--- src/rtl/board_renderer_pkg.sv ---
`default_nettype none
// ============================================================================
//  Module      : board_renderer_pkg
//  Description : Shared constants, types and palette for the board renderer.
//  Revision    : 1.0 - initial release
// ============================================================================
package board_renderer_pkg;

  localparam int COLS  = 10;
  localparam int ROWS  = 20;
  localparam int COL_W = 4;
  localparam int ROW_W = 5;

  typedef logic [2:0]       cell_t;
  typedef logic [11:0]      rgb_t;
  typedef logic [COL_W-1:0] col_t;
  typedef logic [ROW_W-1:0] row_t;

  localparam cell_t CELL_EMPTY = 3'd0;

  localparam rgb_t RGB_BLACK  = 12'h000;
  localparam rgb_t RGB_GAP    = 12'h000;
  localparam rgb_t RGB_EMPTY  = 12'h111;
  localparam rgb_t RGB_BORDER = 12'h888;

  typedef enum logic [1:0] {
    ST_IDLE  = 2'd0,
    ST_FETCH = 2'd1,
    ST_DRAIN = 2'd2
  } fetch_state_t;

  function automatic rgb_t palette(input cell_t c);
    rgb_t col;
    case (c)
      3'd1:    col = 12'h0FF;
      3'd2:    col = 12'h00F;
      3'd3:    col = 12'hF80;
      3'd4:    col = 12'hFF0;
      3'd5:    col = 12'h0F0;
      3'd6:    col = 12'hF00;
      3'd7:    col = 12'hA0F;
      default: col = RGB_EMPTY;
    endcase
    return col;
  endfunction

endpackage
`default_nettype wire

--- src/rtl/board_renderer_if.sv ---
`default_nettype none
// ============================================================================
//  Module      : board_renderer_if
//  Description : Read port of the board store (renderer is the master).
//  Revision    : 1.0 - initial release
// ============================================================================
interface board_renderer_if;

  logic       cell_rd_en;
  logic [3:0] cell_rd_x;
  logic [4:0] cell_rd_y;
  logic [2:0] cell_rd_data;

  modport master (
    output cell_rd_en,
    output cell_rd_x,
    output cell_rd_y,
    input  cell_rd_data
  );

  modport slave (
    input  cell_rd_en,
    input  cell_rd_x,
    input  cell_rd_y,
    output cell_rd_data
  );

endinterface
`default_nettype wire

--- src/rtl/board_renderer_row_fetcher.sv ---
`default_nettype none
// ============================================================================
//  Module      : board_renderer_row_fetcher
//  Description : Prefetches the next line's board row into a row buffer during hblank.
//  Revision    : 1.0 - initial release
// ============================================================================
module board_renderer_row_fetcher
  import board_renderer_pkg::*;
#(
  parameter int BOARD_Y0 = 80,
  parameter int CELL_PX  = 16,
  parameter int H_ACTIVE = 640,
  parameter int V_TOTAL  = 525
) (
  input  wire logic          clk,
  input  wire logic          reset,
  input  wire logic [9:0]    pixel_x,
  input  wire logic [9:0]    pixel_y,
  board_renderer_if.master   bus,
  input  wire col_t          rd_col,
  output cell_t              rd_cell
);

  localparam int         CELL_SHIFT = $clog2(CELL_PX);
  localparam logic [9:0] C_Y_LO     = 10'(BOARD_Y0);
  localparam logic [9:0] C_Y_HI     = 10'(BOARD_Y0 + ROWS * CELL_PX);
  localparam logic [9:0] C_Y_LAST   = 10'(V_TOTAL - 1);
  localparam logic [9:0] C_X_TRIG   = 10'(H_ACTIVE);
  localparam col_t       C_LAST_COL = col_t'(COLS - 1);

  fetch_state_t state_q, state_d;
  logic         rd_en_q, rd_en_d;
  col_t         rd_x_q, rd_x_d;
  row_t         rd_y_q, rd_y_d;
  logic         cap_en_q, cap_en_d;
  col_t         cap_col_q, cap_col_d;
  cell_t        rowbuf_q [COLS];
  cell_t        rowbuf_d [COLS];

  logic [9:0]   next_y;
  logic         trigger;

  always_comb begin
    next_y    = (pixel_y == C_Y_LAST) ? 10'd0 : pixel_y + 10'd1;
    trigger   = (pixel_x == C_X_TRIG) && (next_y >= C_Y_LO) && (next_y < C_Y_HI);

    state_d   = state_q;
    rd_en_d   = rd_en_q;
    rd_x_d    = rd_x_q;
    rd_y_d    = rd_y_q;
    rowbuf_d  = rowbuf_q;
    // Board store answers one cycle after each request; capture trails issue by one.
    cap_en_d  = rd_en_q;
    cap_col_d = rd_x_q;
    if (cap_en_q) begin
      rowbuf_d[cap_col_q] = bus.cell_rd_data;
    end

    case (state_q)
      ST_IDLE: begin
        if (trigger) begin
          state_d = ST_FETCH;
          rd_en_d = 1'b1;
          rd_x_d  = '0;
          rd_y_d  = row_t'((next_y - C_Y_LO) >> CELL_SHIFT);
        end
      end
      ST_FETCH: begin
        if (rd_x_q == C_LAST_COL) begin
          rd_en_d = 1'b0;
          state_d = ST_DRAIN;
        end else begin
          rd_x_d  = rd_x_q + col_t'(1);
        end
      end
      ST_DRAIN: state_d = ST_IDLE;
      default:  state_d = ST_IDLE;
    endcase
  end

  always_ff @(posedge clk or posedge reset) begin
    if (reset) begin
      state_q   <= ST_IDLE;
      rd_en_q   <= 1'b0;
      rd_x_q    <= '0;
      rd_y_q    <= '0;
      cap_en_q  <= 1'b0;
      cap_col_q <= '0;
      rowbuf_q  <= '{default: CELL_EMPTY};
    end else begin
      state_q   <= state_d;
      rd_en_q   <= rd_en_d;
      rd_x_q    <= rd_x_d;
      rd_y_q    <= rd_y_d;
      cap_en_q  <= cap_en_d;
      cap_col_q <= cap_col_d;
      rowbuf_q  <= rowbuf_d;
    end
  end

  assign bus.cell_rd_en = rd_en_q;
  assign bus.cell_rd_x  = rd_x_q;
  assign bus.cell_rd_y  = rd_y_q;
  assign rd_cell        = (rd_col < col_t'(COLS)) ? rowbuf_q[rd_col] : CELL_EMPTY;

endmodule
`default_nettype wire

--- src/rtl/board_renderer.sv ---
`default_nettype none
// ============================================================================
//  Module      : board_renderer
//  Description : Renders the playfield to a 12-bit RGB stream; frame counter/tick.
//  Revision    : 1.0 - initial release
// ============================================================================
module board_renderer
  import board_renderer_pkg::*;
#(
  parameter int CELL_PX   = 16,
  parameter int BOARD_X0  = 240,
  parameter int BOARD_Y0  = 80,
  parameter int BORDER_PX = 4,
  parameter int H_ACTIVE  = 640,
  parameter int V_TOTAL   = 525
) (
  input  wire logic        clk,
  input  wire logic        reset,
  input  wire logic [9:0]  pixel_x,
  input  wire logic [9:0]  pixel_y,
  input  wire logic        video_on,
  input  wire logic        hsync_in,
  input  wire logic        vsync_in,
  board_renderer_if.master bus,
  output rgb_t             rgb,
  output logic             hsync_out,
  output logic             vsync_out,
  output logic [9:0]       framenumber,
  output logic             frame_tick
);

  localparam int         CELL_SHIFT = $clog2(CELL_PX);
  localparam logic [9:0] C_X_LO  = 10'(BOARD_X0);
  localparam logic [9:0] C_X_HI  = 10'(BOARD_X0 + COLS * CELL_PX);
  localparam logic [9:0] C_Y_LO  = 10'(BOARD_Y0);
  localparam logic [9:0] C_Y_HI  = 10'(BOARD_Y0 + ROWS * CELL_PX);
  localparam logic [9:0] C_FX_LO = 10'(BOARD_X0 - BORDER_PX);
  localparam logic [9:0] C_FX_HI = 10'(BOARD_X0 + COLS * CELL_PX + BORDER_PX);
  localparam logic [9:0] C_FY_LO = 10'(BOARD_Y0 - BORDER_PX);
  localparam logic [9:0] C_FY_HI = 10'(BOARD_Y0 + ROWS * CELL_PX + BORDER_PX);

  typedef logic [CELL_SHIFT-1:0] off_t;

  logic  s1_video_q, s1_video_d;
  logic  s1_cell_q, s1_cell_d;
  logic  s1_border_q, s1_border_d;
  col_t  s1_col_q, s1_col_d;
  off_t  s1_offx_q, s1_offx_d;
  off_t  s1_offy_q, s1_offy_d;
  logic  s1_hs_q, s1_hs_d;
  logic  s1_vs_q, s1_vs_d;
  rgb_t  rgb_q, rgb_d;
  logic  hs_q, hs_d;
  logic  vs_q, vs_d;
  logic  vsync_prev_q, vsync_prev_d;
  logic  frame_tick_q, frame_tick_d;
  logic [9:0] framenumber_q, framenumber_d;

  cell_t rd_cell;
  logic  in_cell;
  logic  in_frame;

  board_renderer_row_fetcher #(
    .BOARD_Y0 (BOARD_Y0),
    .CELL_PX  (CELL_PX),
    .H_ACTIVE (H_ACTIVE),
    .V_TOTAL  (V_TOTAL)
  ) u_fetch (
    .clk     (clk),
    .reset   (reset),
    .pixel_x (pixel_x),
    .pixel_y (pixel_y),
    .bus     (bus),
    .rd_col  (s1_col_q),
    .rd_cell (rd_cell)
  );

  always_comb begin
    in_cell  = (pixel_x >= C_X_LO)  && (pixel_x < C_X_HI)  &&
               (pixel_y >= C_Y_LO)  && (pixel_y < C_Y_HI);
    in_frame = (pixel_x >= C_FX_LO) && (pixel_x < C_FX_HI) &&
               (pixel_y >= C_FY_LO) && (pixel_y < C_FY_HI);

    s1_video_d  = video_on;
    s1_cell_d   = in_cell;
    s1_border_d = in_frame && !in_cell;
    s1_col_d    = col_t'((pixel_x - C_X_LO) >> CELL_SHIFT);
    s1_offx_d   = off_t'(pixel_x - C_X_LO);
    s1_offy_d   = off_t'(pixel_y - C_Y_LO);
    s1_hs_d     = hsync_in;
    s1_vs_d     = vsync_in;

    // Occupied cells get a dark right/bottom edge so adjacent blocks stay distinct.
    if (!s1_video_q) begin
      rgb_d = RGB_BLACK;
    end else if (s1_cell_q) begin
      if ((rd_cell != CELL_EMPTY) && ((s1_offx_q == '1) || (s1_offy_q == '1))) begin
        rgb_d = RGB_GAP;
      end else begin
        rgb_d = palette(rd_cell);
      end
    end else if (s1_border_q) begin
      rgb_d = RGB_BORDER;
    end else begin
      rgb_d = RGB_BLACK;
    end
    hs_d = s1_hs_q;
    vs_d = s1_vs_q;

    vsync_prev_d  = vsync_in;
    frame_tick_d  = vsync_in && !vsync_prev_q;
    framenumber_d = framenumber_q + {9'd0, frame_tick_d};
  end

  always_ff @(posedge clk or posedge reset) begin
    if (reset) begin
      s1_video_q    <= 1'b0;
      s1_cell_q     <= 1'b0;
      s1_border_q   <= 1'b0;
      s1_col_q      <= '0;
      s1_offx_q     <= '0;
      s1_offy_q     <= '0;
      s1_hs_q       <= 1'b0;
      s1_vs_q       <= 1'b0;
      rgb_q         <= RGB_BLACK;
      hs_q          <= 1'b0;
      vs_q          <= 1'b0;
      vsync_prev_q  <= 1'b0;
      frame_tick_q  <= 1'b0;
      framenumber_q <= '0;
    end else begin
      s1_video_q    <= s1_video_d;
      s1_cell_q     <= s1_cell_d;
      s1_border_q   <= s1_border_d;
      s1_col_q      <= s1_col_d;
      s1_offx_q     <= s1_offx_d;
      s1_offy_q     <= s1_offy_d;
      s1_hs_q       <= s1_hs_d;
      s1_vs_q       <= s1_vs_d;
      rgb_q         <= rgb_d;
      hs_q          <= hs_d;
      vs_q          <= vs_d;
      vsync_prev_q  <= vsync_prev_d;
      frame_tick_q  <= frame_tick_d;
      framenumber_q <= framenumber_d;
    end
  end

  assign rgb         = rgb_q;
  assign hsync_out   = hs_q;
  assign vsync_out   = vs_q;
  assign framenumber = framenumber_q;
  assign frame_tick  = frame_tick_q;

endmodule
`default_nettype wire

--- src/flat_wrapper.sv ---
// flat-port wrapper written by rule: the top's interface ports become plain ports
module board_renderer_flat import board_renderer_pkg::*;
#(
  parameter int CELL_PX   = 16,
  parameter int BOARD_X0  = 240,
  parameter int BOARD_Y0  = 80,
  parameter int BORDER_PX = 4,
  parameter int H_ACTIVE  = 640,
  parameter int V_TOTAL   = 525
)
  (clk, reset, pixel_x, pixel_y, video_on, hsync_in, vsync_in, rgb, hsync_out, vsync_out, framenumber, frame_tick, bus_cell_rd_en, bus_cell_rd_x, bus_cell_rd_y, bus_cell_rd_data);
  board_renderer_if bus_i ();
  input  wire logic clk;
  input  wire logic reset;
  input  wire logic [9:0] pixel_x;
  input  wire logic [9:0] pixel_y;
  input  wire logic video_on;
  input  wire logic hsync_in;
  input  wire logic vsync_in;
  output rgb_t rgb;
  output logic hsync_out;
  output logic vsync_out;
  output logic [9:0] framenumber;
  output logic frame_tick;
  output wire logic [$bits(bus_i.cell_rd_en)-1:0] bus_cell_rd_en;
  output wire logic [$bits(bus_i.cell_rd_x)-1:0] bus_cell_rd_x;
  output wire logic [$bits(bus_i.cell_rd_y)-1:0] bus_cell_rd_y;
  input wire logic [$bits(bus_i.cell_rd_data)-1:0] bus_cell_rd_data;
  assign bus_cell_rd_en = bus_i.cell_rd_en;
  assign bus_cell_rd_x = bus_i.cell_rd_x;
  assign bus_cell_rd_y = bus_i.cell_rd_y;
  assign bus_i.cell_rd_data = bus_cell_rd_data;
  board_renderer #(.CELL_PX(CELL_PX), .BOARD_X0(BOARD_X0), .BOARD_Y0(BOARD_Y0), .BORDER_PX(BORDER_PX), .H_ACTIVE(H_ACTIVE), .V_TOTAL(V_TOTAL)) u_core (.clk(clk), .reset(reset), .pixel_x(pixel_x), .pixel_y(pixel_y), .video_on(video_on), .hsync_in(hsync_in), .vsync_in(vsync_in), .bus(bus_i), .rgb(rgb), .hsync_out(hsync_out), .vsync_out(vsync_out), .framenumber(framenumber), .frame_tick(frame_tick));
endmodule
--- config.mk ---
export PLATFORM = sky130hd
export DESIGN_NAME = board_renderer_flat
export DESIGN_NICKNAME = d
export VERILOG_FILES = /design/src/rtl/board_renderer_pkg.sv /design/src/rtl/board_renderer_if.sv /design/src/rtl/board_renderer_row_fetcher.sv /design/src/rtl/board_renderer.sv /design/src/flat_wrapper.sv
export SDC_FILE = /design/constraint.sdc
export NUM_CORES = 1
export LEC_CHECK = 0
export ABC_AREA = 1
export CAP_MARGIN = 25
export CORE_MARGIN = 1.5
export CORE_UTILIZATION = 49
export DETAILED_ROUTE_END_ITERATION = 10
export PLACE_DENSITY = 0.85
export SLEW_MARGIN = 25
export SYNTH_ARGS = -nofsm -noshare
export SYNTH_HDL_FRONTEND = slang
export SYNTH_SLANG_ARGS = --single-unit
export TNS_END_PERCENT = 20
--- constraint.sdc ---
create_clock -name clk -period 2.7 [get_ports clk]
set_clock_uncertainty 0.15 [all_clocks]
set_input_delay 0.27 -clock clk [delete_from_list [all_inputs] [get_ports clk]]
set_output_delay 0.27 -clock clk [all_outputs]
set_load 0.05 [all_outputs]
# Word level (Yosys, flattened, before mapping)
# Index checks and enable logic that the tools add are counted.
[totals]
reg_bits = 89
out_inout_bits = 35
in_bits = 28
elab_cells = 111
[classes]
bitwise = 2
add_sub_neg = 6
mux = 22
reduce_logical = 22
magnitude_cmp = 14
eq_ne = 16
[ops]
columns = ["operator", "n"]
rows = [
  ["12-bit case mux with 7 select lines", 1],
  ["10-bit by 9-bit less-than comparator with 1-bit output, second input constant", 5],
  ["12-bit two-way mux", 4],
  ["30-bit bitwise mux", 1],
  ["10-bit by 7-bit >= comparator with 1-bit output, second input constant", 3],
  ["10-bit equality test, second input constant", 2],
  ["10-bit by 8-bit >= comparator with 1-bit output, second input constant", 2],
  ["3-bit binary-select mux with 4-bit select", 1],
  ["3-bit demux with 4-bit select", 1],
  ["3-bit equality test, second input constant", 4],
  ["4-bit equality test, second input constant", 3],
  ["1-bit logical AND", 12],
  ["3-bit two-way mux", 4],
  ["10-bit by 1-bit adder with 10-bit output", 1],
  ["10-bit by 1-bit adder with 10-bit output, second input constant", 1],
  ["5-bit >= comparator, second input constant", 2],
  ["10-bit two-way mux", 1],
  ["4-bit inverter with 5-bit output", 2],
  ["9-bit by 7-bit subtractor with 9-bit output, second input constant", 1],
  ["4-bit two-way mux", 2],
  ["4-bit case mux with 2 select lines", 1],
  ["8-bit subtractor, second input constant", 1],
  ["3-bit by 2-bit equality test with 1-bit output, second input constant", 2],
  ["2-bit != test, second input constant", 3],
  ["other kinds (17)", 22],
]

# Longest topological paths before layout
# Gate-level depths: netlist of run 1.
[depth]
word_depth = 10
depth_mapped = 16

# Cells and area by module
# Synthesis of run 1 repeated with hierarchy kept, for this count alone.
[unflattened]
hier_cells = 493
hier_area_um2 = 4241.6
[modules_own_cells]
columns = ["mod", "cells_each", "instances", "area_each_um2", "seq_area_each_um2"]
rows = [
  ["board_renderer_row_fetcher", 332, 1, 2603.7, 1176.1],
  ["board_renderer", 161, 1, 1637.8, 1001.0],
]

# Worst setup path before layout of run 1
# OpenSTA, ideal clock, no wires.
[synth_timing]
path_type = "input to register"
from = "input port pixel_y[0]"
to = "register u_core.u_fetch.rd_x_q[0] (netlist: u_core.u_fetch.bus.cell_rd_x[0])"
arrival_time_ns = 1.853
slack_ns = 0.578
path_stages = 16
path_cell_list = "ha_1 inv_1 nor2_8 xor2_1 inv_1 nand2_1 ha_1 inv_1 nand3_1 nand2_2 nor2_2 nand2_2 nand2_4 buf_8 nand3_1 nand2_1"
[synth_via]
elab_chain_cells = 7
word_cells_on_any_way = 9
[synth_rtl]
columns = ["item", "line_no", "rtl"]
rows = [
  ["from (decl)", "flat_wrapper.sv:16", "input wire logic [9:0] pixel_y;"],
  ["10-bit by 1-bit adder with 10-bit output or 10-bit equality test (tied branches)", "board_renderer_row_fetcher.sv:44", "next_y = (pixel_y == C_Y_LAST) ? 10'd0 : pixel_y + 10'd1;"],
  ["10-bit two-way mux *", "board_renderer_row_fetcher.sv:44", ""],
  ["10-bit by 7-bit >= comparator with 1-bit output", "board_renderer_row_fetcher.sv:45", "trigger = (pixel_x == C_X_TRIG) && (next_y >= C_Y_LO) && (next_y < C_Y_HI);"],
  ["1-bit logical AND", "board_renderer_row_fetcher.sv:45", ""],
  ["1-bit logical AND *", "board_renderer_row_fetcher.sv:45", ""],
  ["2-bit != test (no line) *", "n/a", ""],
  ["3-bit AND reduction (no line) *", "n/a", ""],
  ["to (signal assigned)", "board_renderer_row_fetcher.sv:93", "rd_x_q <= rd_x_d;"],
  ["to (decl)", "board_renderer_row_fetcher.sv:33", "col_t rd_x_q, rd_x_d;"],
]
# Every way passes the cells marked *; elsewhere a longest branch is shown, timed or not.
# A chain may end at the register's enable or synchronous reset.

# Worst setup path in the final report of run 1
[layout_timing]
from = "input port pixel_y[1]"
to = "register u_core.u_fetch.rd_x_q[2] (netlist: u_core.u_fetch.bus.cell_rd_x[2])"
# Same word-level chain as after synthesis.

==> flow_summary.json, run 1 <==
{
  "run_status": "finished clean",
  "ys_seq_area_share_pct": 51.2,
  "power_w": 0.00312,
  "place_congestion": 0.886,
  "post_cts_resize_count": 0,
  "finalCriticalPeriod_ps": 2390,
  "fill_cells": 698,
  "cts_tree": "done",
  "cts_root_buf": "clkbuf_8",
  "ant_nets": 0,
  "post-route-drc-count": 0,
  "final_common_cell": "nand2_1",
  "clkLatencyLatePin_ps": 350,
  "stdcell_count": 699,
  "cp-start-kind": "input pin",
  "io_buffers": 62,
  "dieWidth_um": 96.1,
  "ys_ff_latch": 87,
  "coreArea_um2": 8300,
  "ir_worst_vdd_mv": 0.704,
  "leakage_nw": 2.70,
  "period_share_pct": 88.6,
  "ys_types": 32,
  "vias": 3526,
  "timing.hold.ws_ps": 168,
  "syn_to_final_growth_pct": 23.8,
  "htree_levels": 3,
  "cp_slowest_stage_delay_ps": 530,
  "worst_pin_slew_ps": 527,
  "vias_per_cell": 5.04,
  "cts.clk_slew.worst_paths_ps": 90,
  "criticalPathCategory": "in2reg",
  "yosysWarnings": 0,
  "die_h_um": 96.1,
  "finalHoldViolCount": 0,
  "postCtsSetupRepairBufs": 0,
  "initial_core_util_pct": 51.2,
  "r2r-end": "u_core.rgb[3]",
  "routed_wl_um": 8890,
  "async_reset_ff_share_pct": 100,
  "synth_cells": 508,
  "avgRoutedWirePerCell_um": 12.7,
  "antenna_found_initial": 0,
  "die_area_um2": 9240,
  "fin_nets": 629,
  "drive_above_1_share_pct": 9.93,
  "cts_made_buffers": 9,
  "grt_overflow_total": 0,
  "grt_pass1_vias": 3405,
  "drt_iter0_markers": 144,
  "synth_area_per_cell_um2": 8.36,
  "drv_slew": 0,
  "holdBufCountCts": 0,
  "hp-class": "in2async",
  "row_count": 33,
  "io_pins": 63,
  "synth_nets": 548,
  "clock_path_buffers": 2,
  "placed_cells": 683,
  "relSlewSlack_pct": 64.8,
  "crit_chain": "clkdlybuf4s50_1 -> ha_1 -> inv_1 -> nor2_8 -> xor2_1 -> inv_1 -> nand2_1 -> ha_1 -> inv_1 -> nand3_1 -> nand2_2 -> nor2_2 -> nand2_2 -> nand2_4 -> nand2_2 -> nand2_1 -> nand2_1",
  "final_cell_mix": "nand2_1 (145), dfrtp_1 (87), inv_1 (72), clkdlybuf4s50_1 (62), nand3_1 (50)",
  "setup_viol": 0,
  "cap_viol_max_count": 0,
  "synth-edff-count": 0,
  "p_per_area_nw_per_um2": 593,
  "end_kind": "flop",
  "grt_first_pass_wirelength_um": 15300,
  "fmax_mhz": 418,
  "rsz0062_at_grt": "no",
  "crit_start": "pixel_y[1]",
  "num_antenna_cells": 0,
  "clock_sinks": 87,
  "first_pass_iters": 4,
  "grt_use_total_pct": 21.4,
  "required_ps": 2790,
  "critPathMaxFanout": 13,
  "slowest_stage": "clkdlybuf4s50_1",
  "reg2reg_depth": 11,
  "grt_max_degree": 88,
  "reg2reg_slack_ps": 600,
  "reg2reg_from": "u_core.s1_col_q[0]",
  "tns_ps": 0,
  "cp-endpoint": "u_core.u_fetch.bus.cell_rd_x[2]",
  "ys.flop_type": "dfrtp_1",
  "post-dp-hpwl_um": 6570,
  "netlist_area_um2": 4250,
  "worstPathArrival_ps": 2490
}
## layout make-up
type | instances | area, um^2 | area share [%]
tap | 105 | 131 | 2.50
sequential | 87 | 2180 | 41.4
clock inverter | 5 | 58.8 | 1.12
clock buffer | 11 | 131 | 2.50
inverter | 78 | 294 | 5.59
timing repair buffer | 77 | 746 | 14.2
multi-input combinational | 336 | 1720 | 32.7
## per-stage QoR
step / util (%) / setup slack (ps) / area (um^2)
2_1_floorplan: - / 29.8 / 4250
3_3_place_gp: 61.1 / 55.2 / 5070
3_5_place_dp: 61.1 / -26.6 / 5070
4_1_cts: 63.4 / 323 / 5260
5_1_grt: 63.4 / 63.1 / 5260
6_report: 63.4 / 307 / 5260
## sequential cells by signal (all words and copies together) (netlist names), 2 cells and up
name / cells
u_core.u_fetch.rowbuf_q: 30
u_core.framenumber: 10
u_core.rgb: 10
u_core.u_fetch.bus.cell_rd_y: 5
u_core.s1_col_q: 4
u_core.s1_offx_q: 4
u_core.s1_offy_q: 4
u_core.u_fetch.bus.cell_rd_x: 4
u_core.u_fetch.cap_col_q: 4
u_core.u_fetch.state_q: 2
## power breakdown
group	internal (W)	switching (W)
logic	0.000258	0.000483
registers	0.00141	0.0000828
clock network	0.000429	0.000461
total	0.00209	0.00103
## cells in the mapped netlist, drive strengths merged (2+ instances only)
cell / number / share of area, %
buf: 7 / 1.3
nand3: 53 / 6.6
a21oi: 2 / 0.24
xor2: 15 / 3.1
ha: 12 / 3.5
o21ai: 38 / 4.7
nand2: 158 / 15
nor3: 8 / 0.94
dfrtp: 87 / 51
nor2: 36 / 4.3
nand4: 4 / 0.59
inv: 77 / 6.8
o2111ai: 2 / 0.41
nand3b: 2 / 0.35
## worst max-delay path, delay by kind of cell
kind                     cells  cell delay [ps]
AND/OR/NAND/NOR             10             1010
XOR/XNOR                     1              150
buffers and inverters        4              750
adder cells (fa/ha/maj)      2              310
## kinds of logic (layout without fill, tap and decap cells)
group	Yosys count	count (layout)	share of synthesized area, %
compound gates	45	45	5.83
fa+ha+maj	12	12	3.53
flops	87	87	51.2
buf+inv	85	171	8.21
xor+xnor	16	16	3.30
simple gates	263	263	27.9
## routing by layer
layer  up-vias  GRT usage [%]  wire, um
met4         0           8.09       191
li1       1745              -         -
met5         -              0         0
met2       110           33.2      4130
met1      1650           29.3      4080
met3        21           4.90       490
## worst min-delay path by stage
| stage | endpoint | start | cells after the start | slack [ps] |
|---|---|---|---|---|
| 6_report | u_core.u_fetch.cap_col_q[2] | reset | 3 | 170 |
| 5_1_grt | u_core.hs_d | hsync_in | 1 | 180 |
| 4_1_cts | u_core.frame_tick | reset | 3 | 190 |
| 3_5_place_dp | u_core.hsync_out | u_core.hs_d | 0 | 190 |
| 3_3_place_gp | u_core.hsync_out | u_core.hs_d | 0 | 180 |
| 2_1_floorplan | u_core.hs_d | hsync_in | 0 | 150 |
(Power assumes the default switching activity.)
==> run 2: changes to the inputs <==
--- a/config.mk
+++ b/config.mk
@@ -9,6 +9,7 @@
 export CAP_MARGIN = 25
 export CORE_MARGIN = 1.5
 export CORE_UTILIZATION = 49
+export CTS_CLUSTER_SIZE = 28
 export DETAILED_ROUTE_END_ITERATION = 10
 export PLACE_DENSITY = 0.85
 export SLEW_MARGIN = 25
==> results of run 2 <==
Same layout as run 1: the final DEF is identical, and so are final timing and power.
==> run 3: changes to the inputs <==
--- a/config.mk
+++ b/config.mk
@@ -12,6 +12,7 @@
 export CTS_CLUSTER_SIZE = 28
 export DETAILED_ROUTE_END_ITERATION = 10
 export PLACE_DENSITY = 0.85
+export SETUP_SLACK_MARGIN = 0.4
 export SLEW_MARGIN = 25
 export SYNTH_ARGS = -nofsm -noshare
 export SYNTH_HDL_FRONTEND = slang
==> flow_summary.json, run 3 (synthesis results as in run 1) <==
{
  "run_status": "finished clean",
  "fin_nets": 628,
  "post-dp-hpwl_um": 6650,
  "cts_made_buffers": 9,
  "first_pass_iters": 4,
  "finish.instance_area_um2": 5290,
  "grt_use_total_pct": 20.9,
  "syn_to_final_growth_pct": 24.5,
  "pwr-share-clk_pct": 28.8,
  "period_share_pct": 79.8,
  "grt_first_pass_wirelength_um": 14800,
  "criticalPathCategory": "in2reg",
  "worst_pin_slew_ps": 511,
  "required_ps": 2790,
  "finalHoldViolCount": 0,
  "cp-start-kind": "input pin",
  "fill_cells": 706,
  "initial_core_util_pct": 51.2,
  "multi_input_area_um2": 1740,
  "cts_root_buf": "clkbuf_8",
  "leakage_nw": 2.74,
  "fmax_mhz": 464,
  "row_count": 33,
  "grt_pass1_vias": 3377,
  "vias": 3440,
  "antenna_found_initial": 0,
  "grt_max_degree": 67,
  "cts_tree": "done",
  "die_h_um": 96.1,
  "cap_viol_max_count": 0,
  "setup_viol": 0,
  "post-route-drc-count": 0,
  "clock_path_buffers": 2,
  "switching_share_pct": 31.8,
  "dieWidth_um": 96.1,
  "relSlewSlack_pct": 65.8,
  "finalCriticalPeriod_ps": 2150,
  "hp-class": "in2reg",
  "postCtsSetupRepairBufs": 0,
  "final_common_cell": "nand2_1",
  "p_per_area_nw_per_um2": 592,
  "die_area_um2": 9240,
  "regArea_um2": 2180,
  "final_cell_mix": "nand2_1 (145), dfrtp_1 (86), inv_1 (71), clkdlybuf4s50_1 (56), nand3_1 (50)",
  "vias_per_cell": 4.94,
  "worstPathArrival_ps": 2240,
  "top_register": "u_core.u_fetch.rowbuf_q",
  "largest_reg_flops": 30,
  "avgRoutedWirePerCell_um": 12.7,
  "clkLatencyLatePin_ps": 340,
  "io_buffers": 62,
  "drv_slew": 0,
  "power_frac_seq_pct": 47.5,
  "place_congestion": 0.918,
  "ant_nets": 0,
  "cts.clk_slew.worst_paths_ps": 80,
  "postPlaceCellArea_um2": 5070,
  "p_sw_w": 0.000995,
  "p_int_w": 0.00213,
  "drive_above_1_share_pct": 10.5,
  "htree_levels": 3,
  "end_kind": "flop",
  "grt_overflow_total": 0,
  "drt_iter0_markers": 181,
  "num_antenna_cells": 0,
  "clock_sinks": 87,
  "power_w": 0.00313,
  "timing.hold.ws_ps": 17.4,
  "rsz0062_at_grt": "no",
  "p_comb_share_pct": 23.7,
  "io_pins": 63,
  "critPathMaxFanout": 13,
  "routed_wl_um": 8840,
  "holdBufCountCts": 0,
  "coreArea_um2": 8300,
  "ir_worst_vdd_mv": 0.639
}
-- run 3: cell types whose count changed in the layout (fill, tap and decap cells not counted), moves of 2 or more --
cell             change
clkdlybuf4s50_1      -6
clkbuf_8             +2
dlygate4sd2_1        +2
dlymetal6s2s_1       +4
-- run 3: through the flow --
| step | util (%) | TNS [ps] | worst slack [ps] | instances |
|---|---|---|---|---|
| 6_report | 63.8 | 0 | 546 | 697 |
| 2_1_floorplan | - | 0 | 578 | 508 |
| 5_1_grt | 63.8 | 0 | 403 | 697 |
| 4_1_cts | 63.4 | 0 | 430 | 697 |
| 3_3_place_gp | 61.0 | 0 | 18.6 | 682 |
| 3_5_place_dp | 61.0 | -482 | -88.0 | 682 |
-- run 3: routing by layer --
layer | up-vias | global-route usage, % | part of all wire (%)
met1 | 1596 | 27.6 | 46
li1 | 1743 | - | -
met3 | 19 | 5.21 | 4.7
met5 | - | 0 | 0
met2 | 82 | 32.8 | 47
met4 | 0 | 8.58 | 1.8
-- run 3: area by class of cell --
cell class | count | share of cell area (%)
clock buffers | 12 | 2.93
clock inverters | 3 | 0.804
inverters | 78 | 5.60
multi-input cells | 336 | 32.9
flip-flops and latches | 87 | 41.2
well taps | 105 | 2.48
repair buffers | 76 | 14.1
-- run 3: repair_timing --
item | CTS | global route
setup endpoints to repair | 10 | 19
pin swaps | 0 | 1
resized for setup | 3 | 8
-- run 3: power groups by stage --
stage | combinational [W] | clock, W | sequential (W)
2_1_floorplan | 0.000251 | 0 | 0.00173
3_3_place_gp | 0.000726 | 0 | 0.00151
3_5_place_dp | 0.000743 | 0 | 0.00151
4_1_cts | 0.000746 | 0.000923 | 0.00149
5_1_grt | 0.000801 | 0.000979 | 0.00150
6_report | 0.000743 | 0.000900 | 0.00149
-- run 3: critical path: stages --
cell and delay [ps]:
clkdlybuf4s50_1 480, inv_1 60, nand2_1 130, nor2_1 80, nand2_1 110, nand2_1 90, ha_1 190, inv_1 110
nand3_1 130, nand2_2 110, nor2_2 40, nand2_2 120, nand2_8 100, o21ai_0 170, inv_1 60
-- run 3: final timing paths --
path,from,slack [ps],end,cells after the start
max reg2reg,u_core.s1_col_q[0],660,u_core.rgb[0],11
min reg2reg,u_core.hs_d,210,u_core.hsync_out,0
min in group asynchronous,reset,210,u_core.frame_tick,3
max in group asynchronous,reset,1900,u_core.s1_col_q[0],3
min,pixel_y[3],20,u_core.s1_offy_q[3],1
max,pixel_y[5],550,u_core.u_fetch.bus.cell_rd_y[4],15
